===== src/rtl/program_stream_loader.sv =====
// Ternary program loader.
// Takes instruction words from a valid/ready stream and writes them into ternary
// instruction memory. Writes start at a base address and continue at consecutive
// balanced-ternary addresses. Each write can optionally be read back and compared.
//
// Trit encoding: 00 = 0, 01 = +1, 10 = -1, 11 = illegal.
//
// Ports:
//   clock, reset            system clock; asynchronous active-high reset
//   start                   one-cycle pulse, acted on only while idle
//   base_addr, max_words    sampled on start; max_words == 0 means no word limit
//   s_valid/s_data/s_last   input stream; s_ready is driven back
//   mem_addr, mem_write_data, mem_write, mem_read, mem_read_data
//                           memory port; read data arrives one cycle after mem_read
//   busy                    a load is in progress
//   load_complete, error    sticky status flags, cleared by the next accepted start
//   error_code              1 bad base trit, 2 bad data trit, 3 verify mismatch,
//                           4 address overflow
//   words_loaded            number of words committed
module program_stream_loader #(
  parameter int unsigned WORD_SIZE     = 9,
  parameter int unsigned MEM_ADDR_SIZE = 4,
  parameter int unsigned CNT_W         = 16,
  parameter int unsigned VERIFY_EN     = 0
) (
  input  logic                       clock,
  input  logic                       reset,
  input  logic                       start,
  input  logic [2*MEM_ADDR_SIZE-1:0] base_addr,
  input  logic [CNT_W-1:0]           max_words,
  input  logic                       s_valid,
  input  logic [2*WORD_SIZE-1:0]     s_data,
  input  logic                       s_last,
  output logic                       s_ready,
  output logic [2*MEM_ADDR_SIZE-1:0] mem_addr,
  output logic [2*WORD_SIZE-1:0]     mem_write_data,
  output logic                       mem_write,
  output logic                       mem_read,
  input  logic [2*WORD_SIZE-1:0]     mem_read_data,
  output logic                       busy,
  output logic                       load_complete,
  output logic                       error,
  output logic [2:0]                 error_code,
  output logic [CNT_W-1:0]           words_loaded
);

  localparam int unsigned DW = 2 * WORD_SIZE;
  localparam int unsigned AW = 2 * MEM_ADDR_SIZE;

  // The highest address has every trit at +1.
  localparam logic [AW-1:0] AddrMax = {MEM_ADDR_SIZE{2'b01}};

  localparam logic [2:0] CodeBadAddr  = 3'd1;
  localparam logic [2:0] CodeBadData  = 3'd2;
  localparam logic [2:0] CodeVerify   = 3'd3;
  localparam logic [2:0] CodeOverflow = 3'd4;

  typedef enum logic [2:0] {
    StIdle,
    StAccept,
    StWrite,
    StVrd,
    StVcmp,
    StAdv,
    StDone,
    StError
  } state_e;

  function automatic logic addr_has_illegal(input logic [AW-1:0] v);
    logic bad;
    bad = 1'b0;
    for (int i = 0; i < int'(MEM_ADDR_SIZE); i++) begin
      if (v[2*i +: 2] == 2'b11) bad = 1'b1;
    end
    return bad;
  endfunction

  function automatic logic data_has_illegal(input logic [DW-1:0] v);
    logic bad;
    bad = 1'b0;
    for (int i = 0; i < int'(WORD_SIZE); i++) begin
      if (v[2*i +: 2] == 2'b11) bad = 1'b1;
    end
    return bad;
  endfunction

  // Balanced-ternary +1, rippling from the least significant trit.
  // +1 plus 1 becomes -1 and carries; -1 plus 1 becomes 0; 0 plus 1 becomes +1.
  function automatic logic [AW-1:0] tern_inc(input logic [AW-1:0] v);
    logic [AW-1:0] r;
    logic          carry;
    r     = v;
    carry = 1'b1;
    for (int i = 0; i < int'(MEM_ADDR_SIZE); i++) begin
      if (carry) begin
        case (v[2*i +: 2])
          2'b00: begin
            r[2*i +: 2] = 2'b01;
            carry       = 1'b0;
          end
          2'b01: begin
            r[2*i +: 2] = 2'b10;
            carry       = 1'b1;
          end
          default: begin
            r[2*i +: 2] = 2'b00;
            carry       = 1'b0;
          end
        endcase
      end
    end
    return r;
  endfunction

  state_e           state_q, state_d;
  logic [AW-1:0]    addr_q, addr_d;
  logic [DW-1:0]    wdata_q, wdata_d;
  logic             last_q, last_d;
  logic [CNT_W-1:0] max_q, max_d;
  logic [CNT_W-1:0] count_q, count_d;
  logic             busy_q, busy_d;
  logic             done_q, done_d;
  logic             err_q, err_d;
  logic [2:0]       code_q, code_d;
  logic [CNT_W-1:0] cnt_inc;

  always_ff @(posedge clock or posedge reset) begin
    if (reset) begin
      state_q <= StIdle;
      addr_q  <= '0;
      wdata_q <= '0;
      last_q  <= 1'b0;
      max_q   <= '0;
      count_q <= '0;
      busy_q  <= 1'b0;
      done_q  <= 1'b0;
      err_q   <= 1'b0;
      code_q  <= '0;
    end else begin
      state_q <= state_d;
      addr_q  <= addr_d;
      wdata_q <= wdata_d;
      last_q  <= last_d;
      max_q   <= max_d;
      count_q <= count_d;
      busy_q  <= busy_d;
      done_q  <= done_d;
      err_q   <= err_d;
      code_q  <= code_d;
    end
  end

  always_comb begin
    state_d = state_q;
    addr_d  = addr_q;
    wdata_d = wdata_q;
    last_d  = last_q;
    max_d   = max_q;
    count_d = count_q;
    busy_d  = busy_q;
    done_d  = done_q;
    err_d   = err_q;
    code_d  = code_q;
    cnt_inc = count_q + CNT_W'(1);

    case (state_q)
      StIdle: begin
        if (start) begin
          done_d  = 1'b0;
          err_d   = 1'b0;
          code_d  = '0;
          count_d = '0;
          max_d   = max_words;
          busy_d  = 1'b1;
          if (addr_has_illegal(base_addr)) begin
            code_d  = CodeBadAddr;
            state_d = StError;
          end else begin
            addr_d  = base_addr;
            state_d = StAccept;
          end
        end
      end
      StAccept: begin
        if (s_valid) begin
          last_d = s_last;
          if (data_has_illegal(s_data)) begin
            code_d  = CodeBadData;
            state_d = StError;
          end else begin
            wdata_d = s_data;
            state_d = StWrite;
          end
        end
      end
      StWrite: begin
        state_d = (VERIFY_EN != 0) ? StVrd : StAdv;
      end
      StVrd: begin
        state_d = StVcmp;
      end
      StVcmp: begin
        if (mem_read_data != wdata_q) begin
          code_d  = CodeVerify;
          state_d = StError;
        end else begin
          state_d = StAdv;
        end
      end
      StAdv: begin
        count_d = cnt_inc;
        // Finishing takes priority over overflow: a last word at the top address is fine.
        if (last_q || ((max_q != '0) && (cnt_inc == max_q))) begin
          state_d = StDone;
        end else if (addr_q == AddrMax) begin
          code_d  = CodeOverflow;
          state_d = StError;
        end else begin
          addr_d  = tern_inc(addr_q);
          state_d = StAccept;
        end
      end
      StDone: begin
        done_d  = 1'b1;
        busy_d  = 1'b0;
        state_d = StIdle;
      end
      StError: begin
        err_d   = 1'b1;
        busy_d  = 1'b0;
        state_d = StIdle;
      end
      default: begin
        state_d = StIdle;
      end
    endcase
  end

  // The strobes decode straight from the state register. An asynchronous reset
  // therefore drops them immediately.
  assign s_ready        = (state_q == StAccept);
  assign mem_write      = (state_q == StWrite);
  assign mem_read       = (state_q == StVrd);
  assign mem_addr       = addr_q;
  assign mem_write_data = wdata_q;
  assign busy           = busy_q;
  assign load_complete  = done_q;
  assign error          = err_q;
  assign error_code     = code_q;
  assign words_loaded   = count_q;

endmodule

===== config.mk =====
export PLATFORM = sky130hd
export DESIGN_NAME = program_stream_loader
export DESIGN_NICKNAME = d
export VERILOG_FILES = /design/src/rtl/program_stream_loader.sv
export SDC_FILE = /design/constraint.sdc
export NUM_CORES = 1
export LEC_CHECK = 0
export ABC_AREA = 1
export CAP_MARGIN = 20
export CORE_MARGIN = 10
export CORE_UTILIZATION = 35
export DETAILED_ROUTE_END_ITERATION = 7
export PLACE_DENSITY = 0.59
export SYNTH_ARGS = -nofsm -noshare
export SYNTH_HDL_FRONTEND = slang
export SYNTH_SLANG_ARGS = --single-unit

===== constraint.sdc =====
create_clock -name clock -period 4.65 [get_ports clock]
set_input_delay 0.93 -clock clock [delete_from_list [all_inputs] [get_ports clock]]
set_output_delay 0.93 -clock clock [all_outputs]
set_load 0.02 [all_outputs]

==> impl_results.md, run 1 <==
- Outcome: finished, final reports clean
- Setup CP Type: flip-flop to output pin
- Crit path largest cell delay: 0.70 ns
- Flop pwr share: 31.0%
- Worst relative slew slack: 49.54%
- Iter 0 DRT Violations: 245
- Clock Skews: 0.005764 ns
- Fill cells: 1065
- CP bufs+invs: 3
- Final ANT Viol Nets: 0
- Worst path required time: 3.72 ns
- Leak: 2.554 nW
- Clock tree buffer depth: 2
- Post-CTS Hold Buffers: 0
- First-pass GRT wire length: 20150 um
- Layout cells sized above 1: 7.658%
- Switching fraction of total power: 42.73%
- Final Cycle Share: 65.33%
- Largest net degree at the start of global routing: 37
- Worst slew pin tran: 0.7541 ns
- CP max-delay cell: clkdlybuf4s50_1
- DR WL/cell: 15.33 um
- Aggregate global-route resource usage: 15.23%
- Logic gate share of total power: 50.0%
- Worst-path clk slew: 0.06 ns
- Largest delay share family, worst path: buffers and inverters
- Count of cell types in the netlist: 35
- Register bit total from synthesis: 68
- Max-slew violation count: 0
- CP Launch Type: flip-flop
- Die W: 126.8 um
- Layout Utilization: 51.05%
- Final Hold Fails: 0
- Die ar.: 0.01608 mm2
- HP Class: flip-flop to flip-flop
- Vias per inst: 4.957
- Std-Cell Rows: 38
- RSZ-0062 raised after global routing: no
- Setup bufs post-CTS: 0
- Core area: 0.01098 mm2
- Crit path arrival time: 2.11 ns
- Final nets: 727
- CTS sink cnt: 68
- Vias in the first global route: 4099
- Min Tclk post-route: 3.038 ns
- Setup_tns: 0 ns
- WL final: 12360 um
- DRT Pass-1 Iters: 5
- Top-area cell type share of the netlist area: 42.61%
- CTS buffer count: 9
- Root Buffer: clkbuf_16
- Critical path cell sequence: inv_1 > nor2_1 > inv_1 > nor2_1 > clkdlybuf4s50_1
- Die Ht: 126.8 um
- Synth area leaders: dfrtp_1 43%, nand2_1 16%, nand3_1 6.4%
- Initial antenna violation count: 0
- Netlist Area Pre-Place: 0.003994 mm2
- # IOs: 116
- Detailed placement HPWL: 9647 um
- Routed vias: 3995
- Antenna Cells: 0
- Worst Setup End Kind: output pin
- Maximum clock frequency: 329.2 MHz
- Register Area: 0.001702 mm2
- GPL Wtd Cong: 0.8474
- Initial core utilization: 36.36%
- Reg2Reg Setup Slack: 2.18 ns
- Synth-to-Final Area Change: 40.38%
- # Max-Cap Violations: 0
- Synth area leader: dfrtp_1
- Post-CTS resize count: 0
- Ys Warns: 0
- Grt total ovfl: 0
- Power Density: 652.5 mW/mm2
- Clock share of power: 19.0%
- Syn_area_per_cell: 7.382 um2
- CTS tree: built
- Pwr Total: 0.003658 W
- Int Power: 0.002095 W
- Maximum vdd ir drop: 0.0002713 V
- Max FO, Critical Path: 7
- # H-tree levels: 3
- I/O Buffers: 115
- DRC violations left: 0
- Clk Latency, worst-skew pair: 0.33 ns
- Syn nets: 607
- Sw Pwr: 0.001563 W
- Sequential cell area fraction in the yosys report: 42.61%
- Multi-input gate area: 0.001997 mm2
- Final setup fails: 0
- Synth Instances: 541
[worst reg2reg max path, cell delays in order, from the launching register on]
cell	delay, ns
dfrtp_1	0.48
ha_1	0.28
nand2_1	0.15
nor2_4	0.21
nand3_1	0.18
xor3_1	0.21
nand2_1	0.09
nor2_1	0.05
nand3_2	0.12
nand3_2	0.08
nand2_2	0.21
nand3_1	0.15
nand2_1	0.11
nand2_1	0.05
[per-stage QoR]
stage / setup slack, ns / hold WS, ns / std cells / area (um2)
floorplan: 2.008 / 0.4662 / 541 / 3994
global placement: 1.485 / 0.4725 / 790 / 5303
detailed placement: 1.388 / 0.4771 / 790 / 5303
CTS: 1.598 / 0.4909 / 806 / 5607
global route: 1.430 / 0.5209 / 806 / 5607
finish: 1.612 / 0.4852 / 806 / 5607
[power by group through the flow]
stage / Sequential, W / Combinational (W) / Clock [W]
floorplan: 0.00130 / 0.000923 / 0
global placement: 0.00113 / 0.00182 / 0
detailed placement: 0.00114 / 0.00185 / 0
CTS: 0.00114 / 0.00186 / 0.000708
global route: 0.00118 / 0.00205 / 0.000735
finish: 0.00114 / 0.00183 / 0.000695
[cells in the final DEF (no fill, tap or decap), types with 8 or more instances in the layout]
| cell | count |
|---|---|
| nand2_1 | 174 |
| mux2_2 | 11 |
| nand3_1 | 51 |
| inv_1 | 62 |
| clkdlybuf4s50_1 | 115 |
| xnor2_1 | 8 |
| nand4_1 | 20 |
| nor2_1 | 44 |
| dfrtp_1 | 68 |
| o21ai_0 | 31 |
| clkbuf_16 | 9 |
[sequential cells by signal, indices dropped and copies added, names as in the netlist]
signal          flops
mem_addr            8
error               1
load_complete       1
max_q              16
busy                1
error_code          3
words_loaded       16
mem_write_data     18
state_q             3
last_q              1
[metal layers]
metal | track usage, % | vias up | routed length (um)
met3 | 5.289 | 10 | 787
met2 | 26.58 | 103 | 6290
met1 | 17.53 | 1877 | 5163
met4 | 3.282 | 0 | 115
met5 | 0 | - | 0
li1 | - | 2005 | -
[cells by family after synthesis]
kind of cell | synth area share (%)
flip-flops | 42.61
AO/OA/AOI/OAI | 8.020
buffers and inverters | 7.394
multiplexers | 3.102
adder cells (fa/ha/maj) | 0.3132
XOR/XNOR | 3.665
AND/OR/NAND/NOR | 34.90
[layout make-up]
cell class / instances / area share [%]
Clock buffer: 12 / 4.575
Timing Repair Buffer: 120 / 21.20
Tap cell: 140 / 3.124
Inverter: 64 / 4.285
Clock inverter: 4 / 0.8480
Sequential cell: 68 / 30.35
Multi-Input combinational cell: 398 / 35.62
[cells in the mapped netlist]
cell	number
a22o_1	1
or2_2	5
nand3_1	51
nor2_1	44
o22ai_1	7
xor2_1	6
a221oi_1	2
nand3_2	2
o31ai_1	4
buf_4	1
nor4_1	1
nor3_1	5
a32o_1	2
a21oi_1	3
o211a_1	1
nand2_2	2
inv_1	63
xor3_1	1
mux2_2	11
dfrtp_1	68
nand3b_1	3
o21bai_1	1
nand4_1	20
xnor2_1	8
buf_2	2
nor2_2	7
o21ai_1	1
clkinv_1	1
ha_1	1
nor2_4	3
buf_6	1
o21ai_0	31
clkbuf_1	7
nand2_1	174
o211ai_1	1
[worst paths after layout]
check	startpoint	end	cells after the start
setup / recovery	state_q[0]$_DFFE_PP0P_	s_ready	5
hold / removal	error_code[1]$_DFFE_PP0P_	error_code[1]$_DFFE_PP0P_	2
setup reg to reg	words_loaded[0]$_DFFE_PP0P_	mem_addr[6]$_DFFE_PP0P_	13
hold reg to reg	error_code[1]$_DFFE_PP0P_	error_code[1]$_DFFE_PP0P_	2
max in group asynchronous	reset	mem_write_data[2]$_DFFE_PP0P_	3
min in group asynchronous	reset	words_loaded[13]$_DFFE_PP0P_	2
(Power assumes the default switching activity.)
==> run 2: changes to the inputs <==
PLACE_DENSITY = 0.61   (was 0.59)
clock period = 2.7 ns   (was 4.65 ns; I/O delays follow)
==> impl_results.md, run 2 (same netlist as run 1, synthesis figures left out) <==
- Power Density: 1154 mW/mm2
- Layout cells sized above 1: 8.371%
- Die ar.: 0.01608 mm2
- Setup_tns: 0 ns
- # IOs: 116
- Max FO, Critical Path: 14
- Final setup fails: 0
- Worst path required time: 2.97 ns
- RSZ-0062 raised after global routing: no
- R2R cell count: 15
- Final nets: 730
- Core area: 0.01098 mm2
- Clk Latency, worst-skew pair: 0.33 ns
- Initial antenna violation count: 0
- GPL Wtd Cong: 0.8721
- Root Buffer: clkbuf_16
- HP Class: input port to asynchronous set/reset pin
- Min Tclk post-route: 2.435 ns
- # Max-Cap Violations: 0
- Synth-to-Final Area Change: 42.89%
- CTS tree: built
- I/O Buffers: 115
- CP max-delay cell: dfrtp_2
- Final critical-path setup slack: 0.2653 ns
- Setup bufs post-CTS: 0
- Most used cell, CP: nand2_1
- Std-Cell Rows: 38
- Outcome: finished, final reports clean
- Worst-path clk slew: 0.06 ns
- Initial core utilization: 36.36%
- DRT Pass-1 Iters: 5
- Largest delay share family, worst path: simple AND/OR/NAND/NOR gates
- CP Launch Type: flip-flop
- Vias per inst: 5.001
- First-pass GRT wire length: 20720 um
- Worst Setup End Kind: flip-flop
- CTS buffer count: 9
- Finished Layout Cells: 809
- Critical path cell sequence: ha_1 > nand3_1 > nor2_2 > nand3_1 > nand2_1 > nand3_1 > nand2_1 > nand2_1 > nor2_1 > nand3_2 > nand3_2 > nand2_2 > nand3_1 > nand2_1 > nand2_1
- Final Cycle Share: 90.17%
- Setup CP Type: flip-flop to flip-flop
- Iter 0 DRT Violations: 293
- Aggregate global-route resource usage: 15.61%
- Maximum clock frequency: 410.7 MHz
- Die W: 126.8 um
- Crit path arrival time: 2.70 ns
- Grt total ovfl: 0
- Detailed placement HPWL: 9673 um
- Antenna Cells: 0
- Clock Skews: 0.007157 ns
- Max-slew violation count: 0
- CP bufs+invs: 0
- Maximum vdd ir drop: 0.0005507 V
- # H-tree levels: 3
- CTS sink cnt: 68
- Final Hold Fails: 0
- Max FFs per register: 18
- Leak: 2.594 nW
- Worst slew pin tran: 0.5636 ns
- DRC violations left: 0
- Commonest non-fill, non-tap cells in the layout: 174 x nand2_1, 115 x clkdlybuf4s50_1, 67 x dfrtp_1, 62 x inv_1, 51 x nand3_1
- Vias in the first global route: 4200
- Placed instance count: 793
- Most common cell after layout, fill and taps aside: nand2_1
- Crit path largest cell delay: 0.43 ns
- WL final: 12370 um
- Final ANT Viol Nets: 0
- Worst relative slew slack: 62.33%
- Routed vias: 4046
- DR WL/cell: 15.29 um
- Die Ht: 126.8 um
- Post-place setup slack: 0.1220 ns
- WP depth: 15
- Clock tree buffer depth: 2
- Largest net degree at the start of global routing: 31
[run 2: cell count changes in the layout (fill, tap and decap cells not counted), sizes merged]
cell    before  now
buf          5    8
bufinv       1    4
clkbuf      12   10
clkinv       3    2
[run 2: cell type report]
class                      count  area, um2
multi-input combinational    398       1999
timing repair buffer         123       1224
fill                        1082       5276
inverter                      64      240.2
clock buffer                  10      229.0
tap                          140      175.2
sequential                    68       1703
clock inverter                 6      136.4
[run 2: report_power, final]
| group | internal [W] | leakage [nW] | switching, W | total, W |
|---|---|---|---|---|
| logic | 0.00138 | 1.56 | 0.00179 | 0.00317 |
| registers | 0.00149 | 0.856 | 0.000467 | 0.00196 |
| clock network | 0.000998 | 0.173 | 0.000459 | 0.00146 |
| total | 0.00387 | 2.59 | 0.00272 | 0.00658 |
[run 2: timing repair]
action | CTS | global route
hold buffers | 0 | 0
setup endpoints to repair | 0 | 9
hold endpoints to repair | 0 | 0
gates resized for setup | 0 | 1
[run 2: layer usage]
metal	up-vias	part of all wire (%)	track usage, %
li1	2012	-	-
met2	125	49	26.18
met3	23	7.5	5.456
met4	0	1.4	4.488
met5	-	0	0
met1	1886	42	18.39
[run 2: worst reg2reg max path: stages, from the launching register on]
cell     delay [ns]
dfrtp_2        0.43
ha_1           0.25
nand3_1        0.15
nor2_2         0.23
nand3_1        0.16
nand2_1        0.11
nand3_1        0.08
nand2_1        0.08
nand2_1        0.05
nor2_1         0.15
nand3_2        0.16
nand3_2        0.10
nand2_2        0.17
nand3_1        0.15
nand2_1        0.06
nand2_1        0.06
[run 2: final timing paths]
check / slack [ns] / from / endpoint
worst max-delay path: 0.27 / words_loaded[0]$_DFFE_PP0P_ / mem_addr[2]$_DFFE_PP0P_
worst min-delay path: 0.48 / reset / max_q[12]$_DFFE_PP0P_
worst max register to register: 0.27 / words_loaded[0]$_DFFE_PP0P_ / mem_addr[2]$_DFFE_PP0P_
worst min register to register: 0.49 / error_code[0]$_DFFE_PP0P_ / error_code[0]$_DFFE_PP0P_
max in group asynchronous: 1.52 / reset / mem_write_data[9]$_DFFE_PP0P_
min in group clock: 0.49 / error_code[0]$_DFFE_PP0P_ / error_code[0]$_DFFE_PP0P_
[run 2: metrics by stage]
stage / hold slack [ns] / total power, W / area, um2 / utilization (%)
after global routing: 0.5109 / 0.007134 / 5707 / 51.96
after CTS: 0.4910 / 0.006652 / 5705 / 51.95
after floorplan: 0.4662 / 0.003835 / 3994 / -
after global placement: 0.4663 / 0.005107 / 5340 / 48.62
final: 0.4828 / 0.006584 / 5707 / 51.96
after detailed placement: 0.4731 / 0.005161 / 5340 / 48.62
==> run 3: changes to the inputs <==
CORE_MARGIN = unset   (was 10)
PLACE_DENSITY = 0.59   (was 0.61)
SETUP_SLACK_MARGIN = 0.15   (was unset)
clock period = 3.05 ns   (was 2.7 ns; I/O delays follow)
==> impl_results.md, run 3 (same netlist as run 1, synthesis figures left out) <==
- Outcome: finished, final reports clean
- Synth-to-Final Area Change: 41.82%
- Routed vias: 4024
- Detailed placement HPWL: 8681 um
- Die W: 108.8 um
- RSZ-0062 raised after global routing: no
- Most common cell after layout, fill and taps aside: nand2_1
- Register Area: 0.001702 mm2
- Hold Path Stages: 2
- Setup CP Type: flip-flop to output pin
- R2R cell count: 17
- Worst r2r dst: mem_addr[5]$_DFFE_PP0P_
- CTS buffer count: 9
- WL met3: 592 um
- Die ar.: 0.01184 mm2
- GPL Wtd Cong: 0.8198
- Flop pwr share: 30.7%
- Maximum vdd ir drop: 0.0003905 V
- Std-Cell Rows: 38
- Int Power: 0.003274 W
- First-pass GRT wire length: 18640 um
- # H-tree levels: 3
- Max FFs per register: 18
- Met2 WL: 5796 um
- Switching fraction of total power: 42.11%
- Worst-path clk slew: 0.06 ns
- Vias per inst: 4.974
- Core area: 0.01098 mm2
- CTS tree: built
- Worst path required time: 2.44 ns
- Maximum clock frequency: 402.2 MHz
- Max-slew violation count: 0
- Final ANT Viol Nets: 0
- Clock Skews: 0.008937 ns
- Logic gate share of total power: 49.2%
- Post-CTS resize count: 0
- Sw Pwr: 0.002381 W
- DR WL/cell: 14.04 um
- Grt total ovfl: 0
- Clock share of power: 20.1%
- Metal-1 WL: 4830 um
- CTS sink cnt: 68
- Hold_sp: error_code[0]$_DFFE_PP0P_
- Reg2Reg Setup Slack: 0.61 ns
- Hold WS: 0.4852 ns
- Antenna Cells: 0
- Leak: 2.575 nW
- I/O Buffers: 115
- # Max-Cap Violations: 0
- Largest net degree at the start of global routing: 37
- Iter 0 DRT Violations: 188
- Worst slew pin tran: 0.6198 ns
- Initial antenna violation count: 0
- Root Buffer: clkbuf_16
- Max FO, Critical Path: 7
- Max layer used: met4
- # IOs: 116
- WL final: 11360 um
- Final Hold Fails: 0
- Setup_tns: 0 ns
- Post-CTS Hold Buffers: 0
- Final nets: 730
- Clk Latency, worst-skew pair: 0.33 ns
- HP Class: flip-flop to flip-flop
- CP Launch Type: flip-flop
- Min Tclk post-route: 2.486 ns
- Crit path arrival time: 1.88 ns
- Hold path endpoint: error_code[0]$_DFFE_PP0P_
- Vias in the first global route: 4000
- Initial core utilization: 36.36%
- Worst r2r src: words_loaded[0]$_DFFE_PP0P_
- Aggregate global-route resource usage: 20.44%
- Layout cells sized above 1: 8.221%
- Worst Setup End Kind: output pin
- Setup bufs post-CTS: 0
- Worst relative slew slack: 58.43%
- Commonest non-fill, non-tap cells in the layout: 174 x nand2_1, 115 x clkdlybuf4s50_1, 68 x dfrtp_1, 62 x inv_1, 51 x nand3_1
- Final Cycle Share: 81.52%
- Die Ht: 108.8 um
- Multi-input gate area: 0.001997 mm2
- DRC violations left: 0
- Fill cells: 1073
- Final setup fails: 0
- DRT Pass-1 Iters: 7
- Power Density: 998.5 mW/mm2
- Clock tree buffer depth: 2
## run 3: layout make-up
class,count,area share [%]
repair buffers,123,21.60
clock inverters,6,1.546
multi-input cells,398,35.26
well taps,140,3.093
inverters,64,4.241
clock buffers,10,4.219
flip-flops and latches,68,30.04
## run 3: metrics by stage
stage	power [W]	area, um2	setup slack [ns]	instances	util (%)
floorplan	0.003395	3994	0.7285	541	-
global placement	0.004489	5338	0.3654	793	48.60
detailed placement	0.004537	5338	0.2652	793	48.60
CTS	0.005709	5664	0.5577	809	51.57
global route	0.006108	5664	0.2504	809	51.57
finish	0.005655	5664	0.5637	809	51.57
## run 3: worst max-delay path, cell delays in order (launching register included)
cell and delay [ns]:
dfrtp_1 0.39, inv_1 0.09, nor2_1 0.13, inv_1 0.08
nor2_1 0.10, buf_4 0.16, clkdlybuf4s50_1 0.61
## run 3: power groups by stage
| stage | sequential, W | clock, W | combinational [W] |
|---|---|---|---|
| floorplan | 0.00199 | 0 | 0.00141 |
| global route | 0.00180 | 0.00121 | 0.00310 |
| finish | 0.00174 | 0.00114 | 0.00278 |
| global placement | 0.00173 | 0 | 0.00276 |
| CTS | 0.00174 | 0.00116 | 0.00281 |
| detailed placement | 0.00175 | 0 | 0.00279 |
## run 3: routing by layer
layer	up-vias	track usage, %
li1	2014	-
met1	1892	23.86
met2	105	36.12
met5	-	0
met4	0	6.178
met3	13	5.858
## run 3: how the worst max path moves through the flow
stage          slack, ns  cells after the start                         from                        endpoint
2_1_floorplan       0.73                      1                        reset                busy$_DFFE_PP0P_
4_1_cts             0.56                      6       state_q[0]$_DFFE_PP0P_                         s_ready
3_5_place_dp        0.27                     10                   s_data[13]  mem_write_data[12]$_DFFE_PP0P_
5_1_grt             0.25                     17  words_loaded[0]$_DFFE_PP0P_         mem_addr[7]$_DFFE_PP0P_
6_report            0.56                      6       state_q[0]$_DFFE_PP0P_                         s_ready
3_3_place_gp        0.37                     10                   s_data[13]  mem_write_data[12]$_DFFE_PP0P_
